### src/rtl/draw_box_regions.sv
// rtl/draw_box_regions.sv - runtime-programmable rectangle overlay hit generator
// Double-buffered box config, two-stage compare/qualify pipeline, frame-based blink.
module draw_box_regions #(
    parameter int N_BOX        = 3,
    parameter int XW           = 11,
    parameter int YW           = 10,
    parameter int IW           = 2,
    parameter int BLINK_FRAMES = 16
) (
    input  logic             clk,
    input  logic             reset_n,
    input  logic             enable,
    input  logic [XW-1:0]    gr_x,
    input  logic [YW-1:0]    gr_y,
    input  logic             frame_start,
    input  logic             cfg_we,
    input  logic [IW-1:0]    cfg_idx,
    input  logic [XW-1:0]    cfg_x0,
    input  logic [XW-1:0]    cfg_x1,
    input  logic [YW-1:0]    cfg_y0,
    input  logic [YW-1:0]    cfg_y1,
    input  logic [1:0]       cfg_mode,
    output logic [N_BOX-1:0] box_hit,
    output logic             any_hit,
    output logic [IW-1:0]    box_id,
    output logic             blink_phase
);

    localparam int CW = (BLINK_FRAMES > 1) ? $clog2(BLINK_FRAMES) : 1;
    localparam logic [CW-1:0] BLINK_LAST = CW'(BLINK_FRAMES - 1);

    localparam logic [1:0] MODE_OFF     = 2'd0;
    localparam logic [1:0] MODE_SOLID   = 2'd1;
    localparam logic [1:0] MODE_BLINK   = 2'd2;
    localparam logic [1:0] MODE_OUTLINE = 2'd3;

    logic [XW-1:0] sh_x0_q [N_BOX];
    logic [XW-1:0] sh_x1_q [N_BOX];
    logic [YW-1:0] sh_y0_q [N_BOX];
    logic [YW-1:0] sh_y1_q [N_BOX];
    logic [1:0]    sh_mode_q [N_BOX];
    logic [XW-1:0] ac_x0_q [N_BOX];
    logic [XW-1:0] ac_x1_q [N_BOX];
    logic [YW-1:0] ac_y0_q [N_BOX];
    logic [YW-1:0] ac_y1_q [N_BOX];
    logic [1:0]    ac_mode_q [N_BOX];

    logic [CW-1:0] blink_cnt_q;
    logic          blink_phase_q;

    logic [N_BOX-1:0] ge_x0_d, le_x1_d, ge_y0_d, le_y1_d, edge_d;
    logic [N_BOX-1:0] ge_x0_q, le_x1_q, ge_y0_q, le_y1_q, edge_q;
    logic [1:0]       s1_mode_q [N_BOX];
    logic             s1_en_q;

    logic [N_BOX-1:0] hit_d, hit_q;
    logic             any_d, any_q;
    logic [IW-1:0]    id_d, id_q;

    // A write landing on the same cycle as frame_start goes straight to the active copy.
    always_ff @(posedge clk or negedge reset_n) begin
        if (!reset_n) begin
            for (int i = 0; i < N_BOX; i++) begin
                sh_x0_q[i] <= '0; sh_x1_q[i] <= '0;
                sh_y0_q[i] <= '0; sh_y1_q[i] <= '0;
                sh_mode_q[i] <= MODE_OFF;
                ac_x0_q[i] <= '0; ac_x1_q[i] <= '0;
                ac_y0_q[i] <= '0; ac_y1_q[i] <= '0;
                ac_mode_q[i] <= MODE_OFF;
            end
        end else begin
            for (int i = 0; i < N_BOX; i++) begin
                if (cfg_we && cfg_idx == IW'(i)) begin
                    sh_x0_q[i] <= cfg_x0; sh_x1_q[i] <= cfg_x1;
                    sh_y0_q[i] <= cfg_y0; sh_y1_q[i] <= cfg_y1;
                    sh_mode_q[i] <= cfg_mode;
                end
                if (frame_start) begin
                    if (cfg_we && cfg_idx == IW'(i)) begin
                        ac_x0_q[i] <= cfg_x0; ac_x1_q[i] <= cfg_x1;
                        ac_y0_q[i] <= cfg_y0; ac_y1_q[i] <= cfg_y1;
                        ac_mode_q[i] <= cfg_mode;
                    end else begin
                        ac_x0_q[i] <= sh_x0_q[i]; ac_x1_q[i] <= sh_x1_q[i];
                        ac_y0_q[i] <= sh_y0_q[i]; ac_y1_q[i] <= sh_y1_q[i];
                        ac_mode_q[i] <= sh_mode_q[i];
                    end
                end
            end
        end
    end

    always_ff @(posedge clk or negedge reset_n) begin
        if (!reset_n) begin
            blink_cnt_q   <= '0;
            blink_phase_q <= 1'b1;
        end else if (frame_start) begin
            if (blink_cnt_q == BLINK_LAST) begin
                blink_cnt_q   <= '0;
                blink_phase_q <= ~blink_phase_q;
            end else begin
                blink_cnt_q <= blink_cnt_q + CW'(1);
            end
        end
    end

    always_comb begin
        ge_x0_d = '0; le_x1_d = '0; ge_y0_d = '0; le_y1_d = '0; edge_d = '0;
        for (int i = 0; i < N_BOX; i++) begin
            ge_x0_d[i] = (gr_x >= ac_x0_q[i]);
            le_x1_d[i] = (gr_x <= ac_x1_q[i]);
            ge_y0_d[i] = (gr_y >= ac_y0_q[i]);
            le_y1_d[i] = (gr_y <= ac_y1_q[i]);
            edge_d[i]  = (gr_x == ac_x0_q[i]) || (gr_x == ac_x1_q[i]) ||
                         (gr_y == ac_y0_q[i]) || (gr_y == ac_y1_q[i]);
        end
    end

    // Mode is captured alongside the compares so a commit can't split a pixel's config.
    always_ff @(posedge clk or negedge reset_n) begin
        if (!reset_n) begin
            ge_x0_q <= '0; le_x1_q <= '0; ge_y0_q <= '0; le_y1_q <= '0; edge_q <= '0;
            for (int i = 0; i < N_BOX; i++) s1_mode_q[i] <= MODE_OFF;
            s1_en_q <= 1'b0;
        end else begin
            ge_x0_q <= ge_x0_d; le_x1_q <= le_x1_d;
            ge_y0_q <= ge_y0_d; le_y1_q <= le_y1_d;
            edge_q  <= edge_d;
            for (int i = 0; i < N_BOX; i++) s1_mode_q[i] <= ac_mode_q[i];
            s1_en_q <= enable;
        end
    end

    always_comb begin
        hit_d = '0;
        id_d  = '0;
        for (int i = 0; i < N_BOX; i++) begin
            if (s1_en_q && ge_x0_q[i] && le_x1_q[i] && ge_y0_q[i] && le_y1_q[i]) begin
                case (s1_mode_q[i])
                    MODE_SOLID:   hit_d[i] = 1'b1;
                    MODE_BLINK:   hit_d[i] = blink_phase_q;
                    MODE_OUTLINE: hit_d[i] = edge_q[i];
                    default:      hit_d[i] = 1'b0;
                endcase
            end
        end
        any_d = |hit_d;
        for (int i = N_BOX - 1; i >= 0; i--) begin
            if (hit_d[i]) id_d = IW'(i);
        end
    end

    always_ff @(posedge clk or negedge reset_n) begin
        if (!reset_n) begin
            hit_q <= '0;
            any_q <= 1'b0;
            id_q  <= '0;
        end else begin
            hit_q <= hit_d;
            any_q <= any_d;
            id_q  <= id_d;
        end
    end

    assign box_hit     = hit_q;
    assign any_hit     = any_q;
    assign box_id      = id_q;
    assign blink_phase = blink_phase_q;

endmodule

### config.mk
export PLATFORM = sky130hd
export DESIGN_NAME = draw_box_regions
export DESIGN_NICKNAME = d
export VERILOG_FILES = /design/src/rtl/draw_box_regions.sv
export SDC_FILE = /design/constraint.sdc
export NUM_CORES = 1
export LEC_CHECK = 0
export CAP_MARGIN = 20
export CORE_MARGIN = 4
export CORE_UTILIZATION = 50
export DETAILED_ROUTE_END_ITERATION = 7
export DONT_BUFFER_PORTS = 1
export PLACE_DENSITY = 0.67
export RECOVER_POWER = 50
export SLEW_MARGIN = 20
export SYNTH_ARGS = -nofsm -noshare
export SYNTH_HDL_FRONTEND = slang
export SYNTH_SLANG_ARGS = --single-unit
export TNS_END_PERCENT = 30
### constraint.sdc
create_clock -name clk -period 1.8 [get_ports clk]
set_clock_uncertainty 0.15 [all_clocks]
set_input_delay 0.09 -clock clk [delete_from_list [all_inputs] [get_ports clk]]
set_output_delay 0.09 -clock clk [all_outputs]
set_load 0.05 [all_outputs]
After elaboration in Yosys (flattened, before gate mapping) --
Cells that the tools add are included.
Storage, ports and cells: word-level logic and storage cells 134, register bits after elaboration 297, input port bits 72, output and inout bits 7
Operators by class: add/subtract/negate cells 1, eq/ne operators 24, multiplexer cells 25, reduce and logical (&&, ||, !) cells 27, bitwise operators 1, order comparisons 12
Operator list (number):
- $eq 11x11->1 | 6
- $mux 11 | 6
- $eq 10x10->1 | 6
- $mux 10 | 6
- $ge 11x11->1 | 3
- $le 11x11->1 | 3
- $ge 10x10->1 | 3
- $le 10x10->1 | 3
- $logic_and 1x1->1 | 15
- $eq 2x2->1 const B | 7
- $mux 2 | 6
- $logic_or 1x1->1 | 9
- $pmux 1 s3 | 3
- $eq 2x1->1 const B | 4
- $add 4x1->4 const B | 1
- $eq 4x4->1 const B | 1
- $mux 4 | 1
- $mux 1 | 3
- $reduce_or 3->1 | 1
- $logic_not 2->1 | 1
- $reduce_and 2->1 | 1
- $not 1->1 | 1

Logic depth before layout (Yosys ltp) --
depth after elaboration 8, depth in mapped cells 6, mapped depth without buffers 6

Least setup slack after synthesis --
Ideal clock, no wire load.
path type register to register, start point reg ac_y0_q[24] in the netlist's numbering, end point reg ge_y0_q[0], arrival 1.586 ns, path buffers 0, data required time 1.504 ns, stages on the path, launching flop included 7, library setup time 0.146 ns, period minus slack after synthesis 1.882 ns, path slack -0.082 ns, cells stage by stage dfrtp_1 -> inv_1 -> ha_1 -> and3_1 -> nand4_1 -> a21oi_1 -> or4b_2
Between the ends: cells in the longest elaborated chain, start to end 1
RTL lines:
- from (decl) | line 44 | logic [YW-1:0] ac_y0_q [N_BOX];
- from (signal, indexed assignment) | line 81 | ac_y0_q[i] <= cfg_y0; ac_y1_q[i] <= cfg_y1;
- from (signal, indexed assignment) | line 85 | ac_y0_q[i] <= sh_y0_q[i]; ac_y1_q[i] <= sh_y1_q[i];
- $ge 10x10->1 | line 112 | ge_y0_d[i] = (gr_y >= ac_y0_q[i]);
- via ge_y0_d[0] | line 51 | logic [N_BOX-1:0] ge_x0_d, le_x1_d, ge_y0_d, le_y1_d, edge_d;
- to (signal assigned) | line 127 | ge_y0_q <= ge_y0_d; le_y1_q <= le_y1_d;
- to (decl) | line 52 | logic [N_BOX-1:0] ge_x0_q, le_x1_q, ge_y0_q, le_y1_q, edge_q;
The timed path passes the listed nets, and every way through them passes these cells. A chain may end at the register's enable or synchronous reset.

Worst setup path after layout --
start point in gr_x[8], end point reg edge_q[0]
Between the ends: cells in the longest elaborated chain, start to end 4, elaborated cells between the ends (all ways) 5, those cells by class eq/ne (2); reduce/logical (3)
RTL lines:
- from (decl) | line 13 | input logic [XW-1:0] gr_x,
- $eq 11x11->1 | line 114 | edge_d[i] = (gr_x == ac_x0_q[i]) || (gr_x == ac_x1_q[i]) ||
- $logic_or 1x1->1 (*) (2 in a row) | line 114
- $logic_or 1x1->1 (*) | line 115 | (gr_y == ac_y0_q[i]) || (gr_y == ac_y1_q[i]);
- via edge_d[0] | line 51
- to (signal assigned) | line 128 | edge_q <= edge_d;
- to (decl) | line 52
The timed path passes the listed nets; every way through them passes the cells marked *.

==> flow_summary_export.csv <==
group,metric,value,unit
global_routing,grt_use_total,23.0,%
synth,synth_nets,1391,
cts,cts.sinks,297,
power_and_ir_drop,intPower,14.3,mW
cts,htreeDepth,1,
global_routing,grt_pass1_vias,10500,
cts,holdBufCountCts,253,
sta,min_period_over_period,101,%
synth,yosys_warnings,0,
global_routing,antenna_found_initial,2,
cells_and_area,stdcell_count,1835,
drt,wl_per_cell,18.8,um
critical_path,crit_arrival,2.09,ns
global_routing,top_usage_layer,"met2",
critical_path,path_delay_family,"simple AND/OR/NAND/NOR gates",
sta,timing.final.crit_period,1.82,ns
sta,rsz0062_at_grt,"true",
cells_and_area,num-nets-final,1673,
synth,syn-cell-area,13700,um^2
critical_path,cp_slowest_stage_delay,0.85,ns
cells_and_area,final_common_cell,"dfrtp_1",
placement,dp_hpwl,19500,um
power_and_ir_drop,p_switching,5.05,mW
drt,drc,0,
synth,ys_ff_latch,297,
sta,finalSetupViolCount,3,
power_and_ir_drop,ir_worst_vdd,0.752,mV
power_and_ir_drop,p_leak,8.38,nW
status,violations,"negative hold slack, negative setup slack",
global_routing,grtUsageMet2,37.2,%
cts,clk_latency,0.55,ns
cts,tritoncts,"yes",
sta,drv_slew,0,
floorplanning,core_area,27000,um^2
power_and_ir_drop,seqPwrFrac,43.4,%
synth,synthFlopType,"dfrtp_1",
cells_and_area,drive_gt1_share,18.1,%
synth,seq_area_frac_synth,54.1,%
floorplanning,fp.dieW,174,um
critical_path,crit_type,"primary input to flop",
placement,place.port_buffers,0,
drt,ant_nets,0,
cells_and_area,fillCellCount,1984,
critical_path,critPathLaunchType,"primary input",
placement,gp_congestion,0.776,
global_routing,grt_max_degree,298,
critical_path,crit_chain,"dlygate4sd3_1 -> ha_4 -> nand4_1 -> nor3_2 -> and4_1 -> or4_1",
power_and_ir_drop,power_density,1080,nW/um^2
cts,cts_made_buffers,31,
power_and_ir_drop,swShare,26.1,%
status,status,"finished, violations left",
floorplanning,start_util,50.8,%
cells_and_area,antenna_cells,0,
floorplanning,num_rows,60,
floorplanning,ios,79,
synth,synthCells,1192,
drt,finalWirelength,34500,um
drt,drt_iter0_drc,719,
synth,avgSynthCellArea,11.5,um^2
drt,first_pass_iters,5,
cts,root_buffer,"clkbuf_16",
cells_and_area,layout_common_cells,"296 x dfrtp_1, 249 x dlygate4sd3_1, 151 x mux2_2",
floorplanning,die_h,174,um
critical_path,cpMaxStageDelayCell,"dlygate4sd3_1",
sta,postLayoutSetupSlackWorst,-0.0249,ns
power_and_ir_drop,power.share.clock,32.2,%
drt,avgViaCountPerCell,5.40,
sta,max-slew-margin-rel,63.9,%
global_routing,grt_pass1_wl,56000,um
worst_hold_path,hold_path.class,"primary input to asynchronous set/reset pin",
floorplanning,die_area,30200,um^2
cts,cts_buffer_depth,3,
global_routing,use_met3,4.03,%
critical_path,crit_required,2.07,ns
sta,hold_viol,297,
sta,fmax,548,MHz
synth,synth_cell_types,45,
cells_and_area,utilization,66.7,%
sta,max_slew.worst_pin.slew,0.542,ns
synth,synth_edf_count,0,
critical_path,end_kind,"flop",
sta,whs,-0.906,ns
cells_and_area,regArea,7430,um^2
placement,dp.cells,1523,
critical_path,crit_fanout,6,
drt,vias,9914,
global_routing,use_met1,31.6,%
run,maxCapViolCount,0,
power_and_ir_drop,p_comb_share,24.4,%
cts,path_clk_slew,0.06,ns
sta,finalSetupTns,-0.0403,ns
critical_path,critPathBufInv,1,
synth,async_flop_share,100,%
cells_and_area,multiInputGateArea,5790,um^2
global_routing,grt_remaining_overflow,0,
cells_and_area,syn_to_final_growth,31.1,%
## stage by stage
stage,worst slack (ns),cell area (um^2),power (mW)
floorplan,0.0614,13700,10.8
global route,-0.0560,18000,20.5
finish,-0.0249,18000,19.4
global placement,-0.0507,14200,11.5
CTS,-0.00810,17900,19.3
detailed placement,-0.0490,14200,11.7
## Yosys cell counts (all sizes together), types with 2 or more instances
cell type / n / area (um^2)
a211oi: 6 / 45.0
nand2b: 6 / 37.5
nor2: 19 / 71.3
buf: 25 / 146
nor3: 8 / 40.0
nor2b: 7 / 43.8
a221o: 3 / 30.0
o21ai: 139 / 696
xnor2: 2 / 17.5
nor4: 2 / 12.5
nand3b: 5 / 62.6
nand3: 19 / 95.1
a211o: 5 / 43.8
a21oi: 32 / 160
and4: 3 / 26.3
o21bai: 2 / 15.0
o21a: 3 / 22.5
nand4: 21 / 131
mux2: 151 / 1700
a31oi: 2 / 12.5
nand2: 130 / 488
clkbuf: 15 / 56.3
and3: 4 / 25.0
dfrtp: 296 / 7410
o211ai: 6 / 45.0
ha: 127 / 1590
inv: 126 / 473
o31ai: 2 / 15.0
a21o: 14 / 105
## area by class of cell
cell class / count / area share [%]
Sequential cell: 297 / 41.3
Timing Repair Buffer: 289 / 16.1
Clock inverter: 4 / 0.389
Inverter: 126 / 2.63
Clock buffer: 49 / 5.07
Multi-Input combinational cell: 729 / 32.2
Tap cell: 341 / 2.37
## state kept, by name, indices dropped and copies added (netlist names), 2 cells and up
signal       count
ac_x0_q         33
ac_x1_q         33
sh_x0_q         33
sh_x1_q         33
ac_y0_q         30
ac_y1_q         30
sh_y0_q         30
sh_y1_q         30
ac_mode_q        6
s1_mode_q        6
sh_mode_q        6
blink_cnt_q      4
box_hit          3
edge_q           3
ge_x0_q          3
ge_y0_q          3
le_x1_q          3
le_y1_q          3
box_id           2
## power groups by stage
| stage | clock [mW] | sequential, mW | combinational, mW |
|---|---|---|---|
| CTS | 6.34 | 8.39 | 4.58 |
| floorplan | 0 | 8.39 | 2.45 |
| detailed placement | 0 | 8.50 | 3.16 |
| global route | 6.64 | 8.52 | 5.29 |
| finish | 6.23 | 8.40 | 4.73 |
| global placement | 0 | 8.45 | 3.03 |
## cell families after synthesis
family                     Yosys count  share of synthesized area, %
muxes                              151                          12.4
DFF                                297                          54.1
adders and majority gates          127                          11.6
AOI/OAI and AO/OA                  219                          8.98
and+or+nand+nor                    230                          7.94
buffers and inverters              166                          4.92
xor gates and xnor gates             2                         0.128
## routing by layer
layer  wire (um)  part of all wire (%)
met1       15500                    45
met2       16100                    47
met3        1750                   5.1
met4        1060                   3.1
met5           7                 0.020
## what timing repair did
item                       4_1_cts  5_1_grt
hold endpoints to repair       582      297
pin swaps                        5       10
gates resized for setup         20       16
setup endpoints to repair        5       16
setup buffers                    3        3
## worst paths after layout
check / startpoint / endpoint / slack [ns] / cells after the start
max: gr_x[8] / edge_q[0] / -0.02 / 6
min: reset_n / sh_y1_q[12] / -0.91 / 0
max reg2reg: ac_y0_q[24] / edge_q[0] / -0.01 / 7
min reg2reg: ac_mode_q[0] / s1_mode_q[0] / 0.23 / 0
max in group asynchronous: reset_n / sh_x0_q[11] / 1.99 / 0
min in group clk: gr_x[6] / le_x1_q[2] / 0 / 5
Note: power is estimated with default switching activity, not from simulation.
